--- src/rtl/fetch_queue_if.sv ---
// Fetch-to-decode handshake bundle: push side from fetch, pop side to decode.
// Carries {instr, pcplus4} pairs plus the queue occupancy.
// slave = the queue itself, master = the fetch/decode environment.
interface fetch_queue_if #(
    parameter int DEPTH = 4,
    parameter int WIDTH = 32
);
    localparam int AW = $clog2(DEPTH);

    logic             push_valid;
    logic             push_ready;
    logic [WIDTH-1:0] push_instr;
    logic [WIDTH-1:0] push_pcplus4;
    logic             pop_ready;
    logic             pop_valid;
    logic [WIDTH-1:0] pop_instr;
    logic [WIDTH-1:0] pop_pcplus4;
    logic [AW:0]      count;

    modport slave (
        input  push_valid, push_instr, push_pcplus4, pop_ready,
        output push_ready, pop_valid, pop_instr, pop_pcplus4, count
    );

    modport master (
        output push_valid, push_instr, push_pcplus4, pop_ready,
        input  push_ready, pop_valid, pop_instr, pop_pcplus4, count
    );
endinterface

--- src/rtl/fetch_queue.sv ---
// Instruction fetch queue: buffers {instr, pcplus4} between fetch and decode, FWFT, NOP when empty.
// Latency: push visible at pop_* one cycle later (no empty bypass); flush/reset empty it in one edge.
// Backpressure: push_ready = ~full from registered count only; a same-cycle pop does not free a slot.
module fetch_queue #(
    parameter int DEPTH = 4,
    parameter int WIDTH = 32
) (
    input  logic           clk,
    input  logic           reset,
    input  logic           flush,
    fetch_queue_if.slave   q
);
    localparam int AW = $clog2(DEPTH);
    localparam logic [AW:0] FULL_CNT = (AW+1)'(DEPTH);

    logic [2*WIDTH-1:0] r_mem [DEPTH];
    logic [AW-1:0]      r_wr_ptr;
    logic [AW-1:0]      r_rd_ptr;
    logic [AW:0]        r_cnt;

    logic               w_full;
    logic               w_empty;
    logic               w_push;
    logic               w_pop;
    logic [2*WIDTH-1:0] w_head;

    assign w_full  = (r_cnt == FULL_CNT);
    assign w_empty = (r_cnt == '0);
    // Flush cancels both sides so the wrong-path fetch never lands in storage.
    assign w_push  = q.push_valid & ~w_full & ~flush;
    assign w_pop   = q.pop_ready & ~w_empty & ~flush;
    assign w_head  = r_mem[r_rd_ptr];

    assign q.push_ready  = ~w_full;
    assign q.pop_valid   = ~w_empty;
    assign q.pop_instr   = w_empty ? '0 : w_head[2*WIDTH-1:WIDTH];
    assign q.pop_pcplus4 = w_empty ? '0 : w_head[WIDTH-1:0];
    assign q.count       = r_cnt;

    // Storage write on an accepted push; contents are deliberately not reset.
    always_ff @(posedge clk) begin
        if (w_push && !reset) begin
            r_mem[r_wr_ptr] <= {q.push_instr, q.push_pcplus4};
        end
    end

    // Pointer and occupancy update; reset outranks flush, which outranks push/pop.
    always_ff @(posedge clk) begin
        if (reset || flush) begin
            r_wr_ptr <= '0;
            r_rd_ptr <= '0;
            r_cnt    <= '0;
        end else begin
            if (w_push) r_wr_ptr <= r_wr_ptr + 1'b1;
            if (w_pop)  r_rd_ptr <= r_rd_ptr + 1'b1;
            case ({w_push, w_pop})
                2'b10:   r_cnt <= r_cnt + 1'b1;
                2'b01:   r_cnt <= r_cnt - 1'b1;
                default: r_cnt <= r_cnt;
            endcase
        end
    end
endmodule

--- src/flat_wrapper.sv ---
// flat-port wrapper written by rule: the top's interface ports become plain ports
module fetch_queue_flat 
#(
    parameter int DEPTH = 4,
    parameter int WIDTH = 32
)
  (clk, reset, flush, q_push_valid, q_push_instr, q_push_pcplus4, q_pop_ready, q_push_ready, q_pop_valid, q_pop_instr, q_pop_pcplus4, q_count);
  fetch_queue_if #(.DEPTH(DEPTH), .WIDTH(WIDTH)) q_i ();
  input  logic clk;
  input  logic reset;
  input  logic flush;
  input wire logic [$bits(q_i.push_valid)-1:0] q_push_valid;
  input wire logic [$bits(q_i.push_instr)-1:0] q_push_instr;
  input wire logic [$bits(q_i.push_pcplus4)-1:0] q_push_pcplus4;
  input wire logic [$bits(q_i.pop_ready)-1:0] q_pop_ready;
  output wire logic [$bits(q_i.push_ready)-1:0] q_push_ready;
  output wire logic [$bits(q_i.pop_valid)-1:0] q_pop_valid;
  output wire logic [$bits(q_i.pop_instr)-1:0] q_pop_instr;
  output wire logic [$bits(q_i.pop_pcplus4)-1:0] q_pop_pcplus4;
  output wire logic [$bits(q_i.count)-1:0] q_count;
  assign q_i.push_valid = q_push_valid;
  assign q_i.push_instr = q_push_instr;
  assign q_i.push_pcplus4 = q_push_pcplus4;
  assign q_i.pop_ready = q_pop_ready;
  assign q_push_ready = q_i.push_ready;
  assign q_pop_valid = q_i.pop_valid;
  assign q_pop_instr = q_i.pop_instr;
  assign q_pop_pcplus4 = q_i.pop_pcplus4;
  assign q_count = q_i.count;
  fetch_queue #(.DEPTH(DEPTH), .WIDTH(WIDTH)) u_core (.clk(clk), .reset(reset), .flush(flush), .q(q_i));
endmodule
--- config.mk ---
export PLATFORM = sky130hd
export DESIGN_NAME = fetch_queue_flat
export DESIGN_NICKNAME = d
export VERILOG_FILES = /design/src/rtl/fetch_queue_if.sv /design/src/rtl/fetch_queue.sv /design/src/flat_wrapper.sv
export SDC_FILE = /design/constraint.sdc
export NUM_CORES = 1
export LEC_CHECK = 0
export BUFFER_PORTS_ARGS = -buffer_cell sky130_fd_sc_hd__clkbuf_2
export CELL_PAD_IN_SITES_DETAIL_PLACEMENT = 0
export CELL_PAD_IN_SITES_GLOBAL_PLACEMENT = 1
export CORE_MARGIN = 1
export CORE_UTILIZATION = 30
export DETAILED_ROUTE_END_ITERATION = 12
export HOLD_SLACK_MARGIN = 0.1
export PLACE_DENSITY_LB_ADDON = 0.1
export SETUP_SLACK_MARGIN = 0.05
export SYNTH_ARGS = -nofsm -noshare
export SYNTH_HDL_FRONTEND = slang
export SYNTH_SLANG_ARGS = --single-unit
export TNS_END_PERCENT = 20
--- constraint.sdc ---
create_clock -name clk -period 8.8 [get_ports clk]
set_input_delay 1.76 -clock clk [delete_from_list [all_inputs] [get_ports clk]]
set_output_delay 1.76 -clock clk [all_outputs]
set_load 0.02 [all_outputs]
==> After elaboration in Yosys (flattened, before gate mapping) <==
Memories as Yosys holds them, arrays and structs flattened. A register that Yosys moved wholly into a read port is not among the register bits.
Index checks and enable logic that the tools add are counted.
{ "word_totals": {"ram_bits": 256, "output_inout_bits": 69, "n_memories": 1, "elab_cells": 30, "in_bits": 69, "ff_bits": 7} }
{ "mem_list": {"columns": ["name", "words", "word_bits", "rd", "rd_ports_with_merged_regs", "write_ports", "line_no", "rtl"], "rows": [
  ["u_core.r_mem", 4, 64, 1, 1, 1, "fetch_queue.sv:16", "logic [2*WIDTH-1:0] r_mem [DEPTH];"]
]} }
{ "classes": {"n_reduce_logical": 5, "n_addsub": 4, "n_bitwise": 7, "n_eq_ne": 3, "n_mux": 7} }
{ "ops": {"columns": ["cell", "n"], "rows": [
  ["2-to-1 mux 32 bit", 2],
  ["one-hot mux 3 bit (2 select lines)", 1],
  ["adder 2 x 1 -> 2 bit (second input constant)", 2],
  ["bitwise AND 1 bit", 4],
  ["2-to-1 mux 2 bit", 2],
  ["adder 3 x 1 -> 3 bit (second input constant)", 1],
  ["equality test 3 bit (second input constant)", 1],
  ["logical NOT 3 bit", 1],
  ["NOT 1 bit", 3],
  ["subtractor 3 x 1 -> 3 bit (second input constant)", 1],
  ["equality test 2 x 1 -> 1 bit (second input constant)", 1],
  ["equality test 2 bit (second input constant)", 1],
  ["2-to-1 mux 1 bit", 2],
  ["nonzero test 2 bit", 1],
  ["logical AND 1 bit", 1],
  ["logical NOT 1 bit", 1],
  ["logical OR 1 bit", 1]
]} }

==> Longest topological paths before layout <==
Gate-level depths: netlist of the first run.
{ "logic_depth": {"depth_word": 7, "mapped_depth": 8} }

==> Worst setup path after synthesis of the first run <==
No wires, ideal clock.
{ "synth_timing": {"path_kind": "in2reg", "start": "input port flush", "end": "memory u_core.r_mem[1][0] in the netlist's numbering, enable pin", "n_path_buf": 0, "cell_stages": 2, "path_slack_ns": 1.436, "arrival_time_ns": 6.786, "setup_ns": 0.578, "path_cell_list": "nand3b_2 > nor3b_1"} }
{ "synth_via": {"elab_chain_len": 5} }
{ "synth_lines": {"columns": ["item", "line_no", "rtl"], "rows": [
  ["start, declared", "flat_wrapper.sv:11", "input logic flush;"],
  ["NOT 1 bit", "fetch_queue.sv:30", "assign w_push = q.push_valid & ~w_full & ~flush;"],
  ["bitwise AND 1 bit", "fetch_queue.sv:30", null],
  ["logical AND 1 bit", "fetch_queue.sv:42", "if (w_push && !reset) begin"],
  ["2-to-1 mux 1 bit", "fetch_queue.sv:42", null],
  ["2-to-1 mux 1 bit (not written as such)", "fetch_queue.sv:43", "r_mem[r_wr_ptr] <= {q.push_instr, q.push_pcplus4};"],
  ["end, declared", "fetch_queue.sv:16", null]
]} }
No other way between the ends.

==> results of run 1 <==
==> through the flow <==
stage	instance area [um^2]	power (mW)
after CTS	12300	2.70
after global placement	11400	1.51
after floorplan	10200	1.47
after detailed placement	11400	1.52
final	12300	2.66
after global routing	12300	2.75
==> sequential cells by signal (all words and copies together), names as in the netlist, named ones only <==
| register | flops |
|---|---|
| u_core.r_mem | 256 |
| u_core.q.count | 3 |
| u_core.r_rd_ptr | 2 |
| u_core.r_wr_ptr | 2 |
==> worst max-delay path, cell delays in order (launching register included) <==
cell      delay, ns
dfxtp_4        0.64
buf_4          0.81
mux4_1         0.65
and2_1         0.17
clkbuf_2       0.15
==> where the power goes <==
| group | switching, mW | internal [mW] | total, mW |
|---|---|---|---|
| clock | 0.480 | 0.692 | 1.17 |
| sequential | 0.00370 | 1.39 | 1.40 |
| combinational | 0.0537 | 0.0352 | 0.0889 |
==> cell families after synthesis <==
family,after synthesis
adders and majority gates,6
muxes,66
AOI/OAI and AO/OA,5
xor gates and xnor gates,4
buffers and inverters,27
and+or+nand+nor,85
DFF,265
==> placed cells by master, fill, tap and decap left out, types with 3 or more instances in the layout <==
| master | count |
|---|---|
| and2_1 | 64 |
| buf_4 | 10 |
| bufinv_16 | 3 |
| clkbuf_16 | 29 |
| clkbuf_2 | 137 |
| clkinv_1 | 5 |
| clkinv_2 | 7 |
| dfxtp_1 | 7 |
| edfxtp_1 | 256 |
| ha_1 | 5 |
| inv_1 | 5 |
| mux4_1 | 4 |
| mux4_2 | 60 |
| nand2_1 | 4 |
| nor2_1 | 8 |
| nor3b_2 | 4 |
| xor2_1 | 4 |
==> layer usage <==
metal,track usage,share of wire,vias to the layer above
li1,-,-,2168
met1,0.157,0.43,2556
met2,0.214,0.50,125
met3,0.0246,0.050,38
met4,0.0375,0.020,0
met5,0,0,-
==> layout make-up <==
class	instances	area, um^2	area share
Sequential cell	265	7880	0.640
Multi-Input combinational cell	166	2160	0.176
Timing Repair Buffer	147	761	0.0618
Clock buffer	31	733	0.0596
Tap cell	448	561	0.0456
Clock inverter	21	196	0.0160
Inverter	5	18.8	0.00153
==> how the worst max path moves through the flow <==
stage                  start                  to  slack, ns  cells past startpoint
floorplan              flush  u_core.r_mem[1][0]       1.44                      2
global placement    register     q_pop_instr[29]       4.38                      4
detailed placement  register     q_pop_instr[29]       4.44                      4
CTS                 register     q_pop_instr[29]       3.85                      4
global route        register     q_pop_instr[29]       3.72                      4
finish              register     q_pop_instr[29]       4.00                      4
==> results.md, run 1 <==
* Register area share after synthesis at 0.770
* Tcrit/Tclk final at 0.545
* Max IR drop VDD at 144 uV
* Largest family of logic cells by synthesized area: multiplexers
* Top cells by area, synth: edfxtp_1 (75%), mux4_2 (13%), and2_1 (3.9%)
* Nets at 689
* Root Buffer: clkbuf_16
* WP data arrival at 3.04 ns
* Syn_area_per_cell at 22.3 um^2
* Syn_nets at 533
* Max Cap Viol at 0
* CTS tree: done
* Vias at 4887
* DP Worst Slack at 4.44 ns
* Post-Synth Adder-Cell Area at 0.00808
* Worst Hold Class: reg2reg
* Area growth, synth to finish at 20.4%
* CP Capture Type: output pin
* Post-Layout Cell Count at 1083
* Max frequency at 208 MHz
* Hold_ws at 0.512 ns
* Mux contribution to synthesized area at 0.144
* CTS Hold Buffers Added at 0
* Clock transition at path regs at 0.06 ns
* R2R setup slack at 6.19 ns
* Xor and xnor area share after synthesis at 0.00343
* Least-Margin Pin Slew at 1.07 ns
* Vias in the first global route at 5396
* WL final at 21400 um
* Fillers at 3185
* Final Skew at 0.00904 ns
* Effective utilization at floorplan at 0.305
* Num rows at 67
* Hold path start: u_core.r_wr_ptr[0]
* RSZ-0062 raised after global routing: false
* Mapped Area at 0.0102 mm^2
* Top-count cell post-synth: edfxtp_1
* Port Buffers at 137
* Avg WL per Cell at 19.7 um
* Core Region at 0.0335 mm^2
* Compound-cell area share of the yosys netlist at 0.00306
* Util after Layout at 0.367
* Largest area contributor in the netlist: edfxtp_1
* Slew HR at 0.286
* Period minus WS final at 4.80 ns
* Unique masters post-synth at 26
* H-tree levels at 1
* Largest net degree at the start of global routing at 65
* EDFF count, synth at 256
* PD cells at 216 mW/mm^2
* Worst-path maximum fanout at 43
* Layout cell share with drive strength beyond 1 at 0.413
* Pins over their slew limit at 0
* N_diodes at 0
* Hpwl dp at 12100 um
* Ys flop type: edfxtp_1
* Die Area at 0.0348 mm^2
* RR Startpoint: u_core.q.count[2]
* Most frequent cells after synthesis: edfxtp_1 (256), and2_1 (64), mux4_2 (60), dfxtp_1 (9)
* Placed instance count at 1031
* TritonRoute pass-1 iters at 6
* Worst skew pair latency at 0.53 ns
* Drc violations at 0
* Critical Path RT at 7.04 ns
* Tot GR Track Use at 0.124
* Post-synthesis register bit count at 265
* 1st-iter DRT viols at 219
* Synth top area share at 0.752
* Die X at 187 um
* Worst R2R Path Depth at 8
* Synth Area in Simple Gates at 0.0503
* Final setup violation count at 0
* Post-DR vias/cell at 4.51
* End of the worst hold path: u_core.r_wr_ptr[0]
* Setup Crit Path Kind: reg2out
* Antenna-violating nets left at 0
* Setup WS post-layout at 4.00 ns
* I/O pin count at 138
* Post-CTS setup buffers at 0
* CTS max path bufs at 3
* Ys async rst share at 0
* Grt total ovfl at 0
* Initial antenna violation count at 0
* Syn. warnings at 0
* Hold path depth at 2
* Status: finished clean
* Final Hold Vio Count at 0
* Setup TNS at 0 ns
* CP startpoint kind: register
* Num CTS Buffers at 29
* Mapped Cells at 458
* RePlAce Congestion at 0.640
* PostCTS Resize Cnt at 0
* Clock Sinks at 265
* Chip height at 187 um
* First-pass GRT wire length at 32600 um
* Pleak at 4.13 nW
* Crit Reg-Reg Endpoint: u_core.q.count[2]
Power figures use the tool's default switching activity.
==> run 2, diff against run 1 <==
- ABC_AREA: default -> 1
- clock period: 8.8 -> 4.8 ns (I/O delays scaled with it)
==> run 2 against run 1 <==
  * Critical path depth rose by 3
  * Clock skew increased by 0.0017 ns
  * Area after synthesis up 3.8%
  * Clock-buffer cell count is 14 higher
  * Sequential share of layout area is 1.6 points lower
  * Register-to-register slack lost 3.8 ns
  * Sequential power rose by 83%
  * Global-route usage increased by 1.5 points
  * Non-clock buffer count is 2 higher
  * Combinational power is 150% higher
  * Core utilization is 0.34 points lower
  * Total power grew 84%
  * Critical path type unchanged
==> results.md, run 2 <==
* Status: finished clean
* Commonest non-fill, non-tap cell in the layout: nand2_1
* Setup Crit Path Kind: reg2out
* Ys async rst share at 0 (unchanged)
* Post-CTS setup buffers at 0 (unchanged)
* Vias in the first global route at 6449 (+20%)
* Initial antenna violation count at 0 (unchanged)
* Compound-cell area share of the yosys netlist at 0.0637 (+0.0606)
* Most frequent cells in the layout: nand2_1 (268), edfxtp_1 (256), nor2_1 (137), clkbuf_2 (137), a21oi_1 (69)
* Post-Layout Inst Area at 0.0126 mm^2 (+2.6%)
* H-tree levels at 1 (unchanged)
* Num rows at 68 (+1.5%)
* 1st-iter DRT viols at 335 (+53%)
* Worst Hold Class: reg2reg
* Port Buffers at 137 (unchanged)
* Layout cell share with drive strength beyond 1 at 0.190 (-0.223)
* Largest family of logic cells by synthesized area: simple AND/OR/NAND/NOR gates
* PostCTS Resize Cnt at 0 (unchanged)
* Critical Path RT at 3.84 ns (-3.20 ns)
* Placed inst area at 0.0117 mm^2 (+2.9%)
* Top-count cell post-synth: nand2_1
* Nets at 1099 (+60%)
* Vias at 6555 (+34%)
* Xor and xnor area share after synthesis at 0 (-0.00343)
* Die Area at 0.0361 mm^2 (+3.8%)
* Power share of the sequential group at 0.525 (about the same)
* Post-Synth Adder-Cell Area at 0.00778 (-0.000295)
* Largest register by flop count: u_core.r_mem
* Clock Sinks at 265 (unchanged)
* Antenna-violating nets left at 0 (unchanged)
* Max reg flops at 256 (unchanged)
* Post-synthesis register bit count at 265 (unchanged)
* Most used cell along the critical path: nand2_1
* Effective utilization at floorplan at 0.306 (+0.000801)
* Pleak at 4.84 nW (+17%)
* Cell family with most CP delay: buffers and inverters
* Worst skew pair latency at 0.54 ns (about the same)
* First-pass GRT wire length at 38100 um (+17%)
* Top cells by area, synth: edfxtp_1 (72%), nand2_1 (9.5%), nor2_1 (5.0%)
* Clock power frac at 0.430 (-0.011)
* Grt total ovfl at 0 (unchanged)
* RePlAce Congestion at 0.658 (+2.8%)
* Sw power at 1.02 mW (+91%)
* Fillers at 3490 (+9.6%)
* CP Buf/Inv Count at 3 (+1)
* Pins over their slew limit at 0 (unchanged)
* Tcrit/Tclk final at 0.735
* I/O pin count at 138 (unchanged)
* Final Skew at 0.0107 ns (+0.00167 ns)
* Register area share after synthesis at 0.742 (-0.0281)
* R2R setup slack at 2.40 ns (-3.79 ns)
* Mapped Area at 0.0106 mm^2 (+3.8%)
* DP Worst Slack at 1.68 ns (-2.76 ns)
* Max Cap Viol at 0 (unchanged)
* EDFF count, synth at 256 (unchanged)
* Ys flop type: edfxtp_1
* Largest net degree at the start of global routing at 75 (+15%)
* CTS Hold Buffers Added at 0 (unchanged)
* Drc violations at 0 (unchanged)
* WL final at 24900 um (+17%)
* Synth top area share at 0.725 (-0.0275)
* Post-DR vias/cell at 4.36 (-3.4%)
* TritonRoute pass-1 iters at 4 (-2)
* CTS tree: done
* Largest area contributor in the netlist: edfxtp_1
* Worst-path maximum fanout at 74 (+72%)
* Mapped Cells at 892 (+95%)
* Sw frac at 0.210 (+0.00785)
* Setup TNS at 0 ns (unchanged)
* Max incr delay on CP at 0.45 ns (-0.36 ns)
* Syn. warnings at 0 (unchanged)
* CP Capture Type: output pin
* Crit-path cells: inv_4 > buf_12 > nand2_1 > nand2_1 > nand2_1 > a21oi_1 > clkbuf_2
* CTS max path bufs at 3 (unchanged)
* Tot GR Track Use at 0.138 (+0.0145)
* Most frequent cells after synthesis: nand2_1 (268), edfxtp_1 (256), nor2_1 (141), a21oi_1 (69), o21ai_0 (62)
* Combinational Power Share at 0.045 (+0.012)
* Mux contribution to synthesized area at 0 (-0.144)
* Least-Margin Pin Slew at 1.01 ns (-0.0636 ns)
* Hpwl dp at 13600 um (+13%)
* RSZ-0062 raised after global routing: false
* Internal power at 3.86 mW (+82%)
* Chip height at 190 um (+1.9%)
* Avg WL per Cell at 16.6 um (-16%)
* Crit path max-delay cell type: inv_4
* Root Buffer: clkbuf_16
* Synth Area in Simple Gates at 0.149 (+0.0986)
* Pwr Total at 4.88 mW (+84%)
* Setup WS post-layout at 1.27 ns (-2.73 ns)
* CP startpoint kind: register
* WP data arrival at 2.57 ns (-0.47 ns)
* Period minus WS final at 3.53 ns
* N_diodes at 0 (unchanged)
* Num CTS Buffers at 30 (+3.4%)
* Unique masters post-synth at 21 (-19%)
* Syn_nets at 967 (+81%)
* Clock transition at path regs at 0.06 ns (about the same)
* Final Hold Vio Count at 0 (unchanged)
* Core Region at 0.0347 mm^2 (+3.5%)
* PD cells at 387 mW/mm^2 (+79%)
* Slew HR at 0.328 (+0.0424)
* Max frequency at 283 MHz
* Syn_area_per_cell at 11.9 um^2 (-47%)
* Final setup violation count at 0 (unchanged)
* Area growth, synth to finish at 19.0%
* Die X at 190 um (+1.9%)
* Max IR drop VDD at 263 uV (+83%)
==> run 2: cell types whose count changed after synthesis, sizes merged, moves of 15 or more <==
cell	delta
mux4	-64
inv	+15
and2	-64
nand2	+265
buf	+26
a21oi	+67
nor2	+133
o21ai	+65
==> run 2: logic make-up (layout without fill, tap and decap cells) <==
family,Yosys count,after routing
buffers and inverters,69,225
AND/OR/NAND/NOR,417,417
AO/OA/AOI/OAI,135,135
flip-flops,265,265
adder cells (fa/ha/maj),6,6
==> run 2: power by group through the flow <==
stage	registers [mW]	logic, mW	clock network (mW)
4_1_cts	2.56	0.229	2.17
3_3_place_gp	2.61	0.227	0
6_report	2.56	0.220	2.10
3_5_place_dp	2.61	0.228	0
2_1_floorplan	2.62	0.110	0
5_1_grt	2.56	0.247	2.25
==> run 2: path summary, 6_finish.rpt <==
| check | start | endpoint | cells past startpoint |
|---|---|---|---|
| max | register | q_pop_instr[23] | 7 |
| min | u_core.r_wr_ptr[1] | u_core.r_wr_ptr[1] | 2 |
| max reg2reg | u_core.q.count[1] | u_core.r_mem[2][13] | 6 |
| min reg2reg | u_core.r_wr_ptr[1] | u_core.r_wr_ptr[1] | 2 |
==> run 2: area by class of cell <==
class,count,area [um^2],area share
inverter,20,80.1,0.00634
multi-input combinational,558,2370,0.188
sequential,265,7870,0.624
clock buffer,45,868,0.0688
tap,455,569,0.0451
timing repair buffer,149,813,0.0644
clock inverter,11,50.0,0.00397
==> run 2: through the flow <==
stage | hold WS (ns) | util | std cells
floorplan | 0.470 | - | 892
global placement | 0.513 | 0.337 | 1447
detailed placement | 0.506 | 0.337 | 1447
CTS | 0.514 | 0.364 | 1503
global route | 0.533 | 0.364 | 1503
finish | 0.507 | 0.364 | 1503
==> run 2: worst reg2reg max path, delay by kind of cell, from the launching register on <==
| family | cells | cell delay [ns] |
|---|---|---|
| buffers and inverters | 1 | 0.76 |
| DFF | 1 | 0.38 |
| and+or+nand+nor | 5 | 0.83 |
==> run 2: metal layers <==
layer	up-vias	track usage	wire, um
met1	3083	0.189	11700
met4	0	0.0335	504
li1	3316	-	-
met2	125	0.229	11800
met5	-	0	0
met3	31	0.0218	885
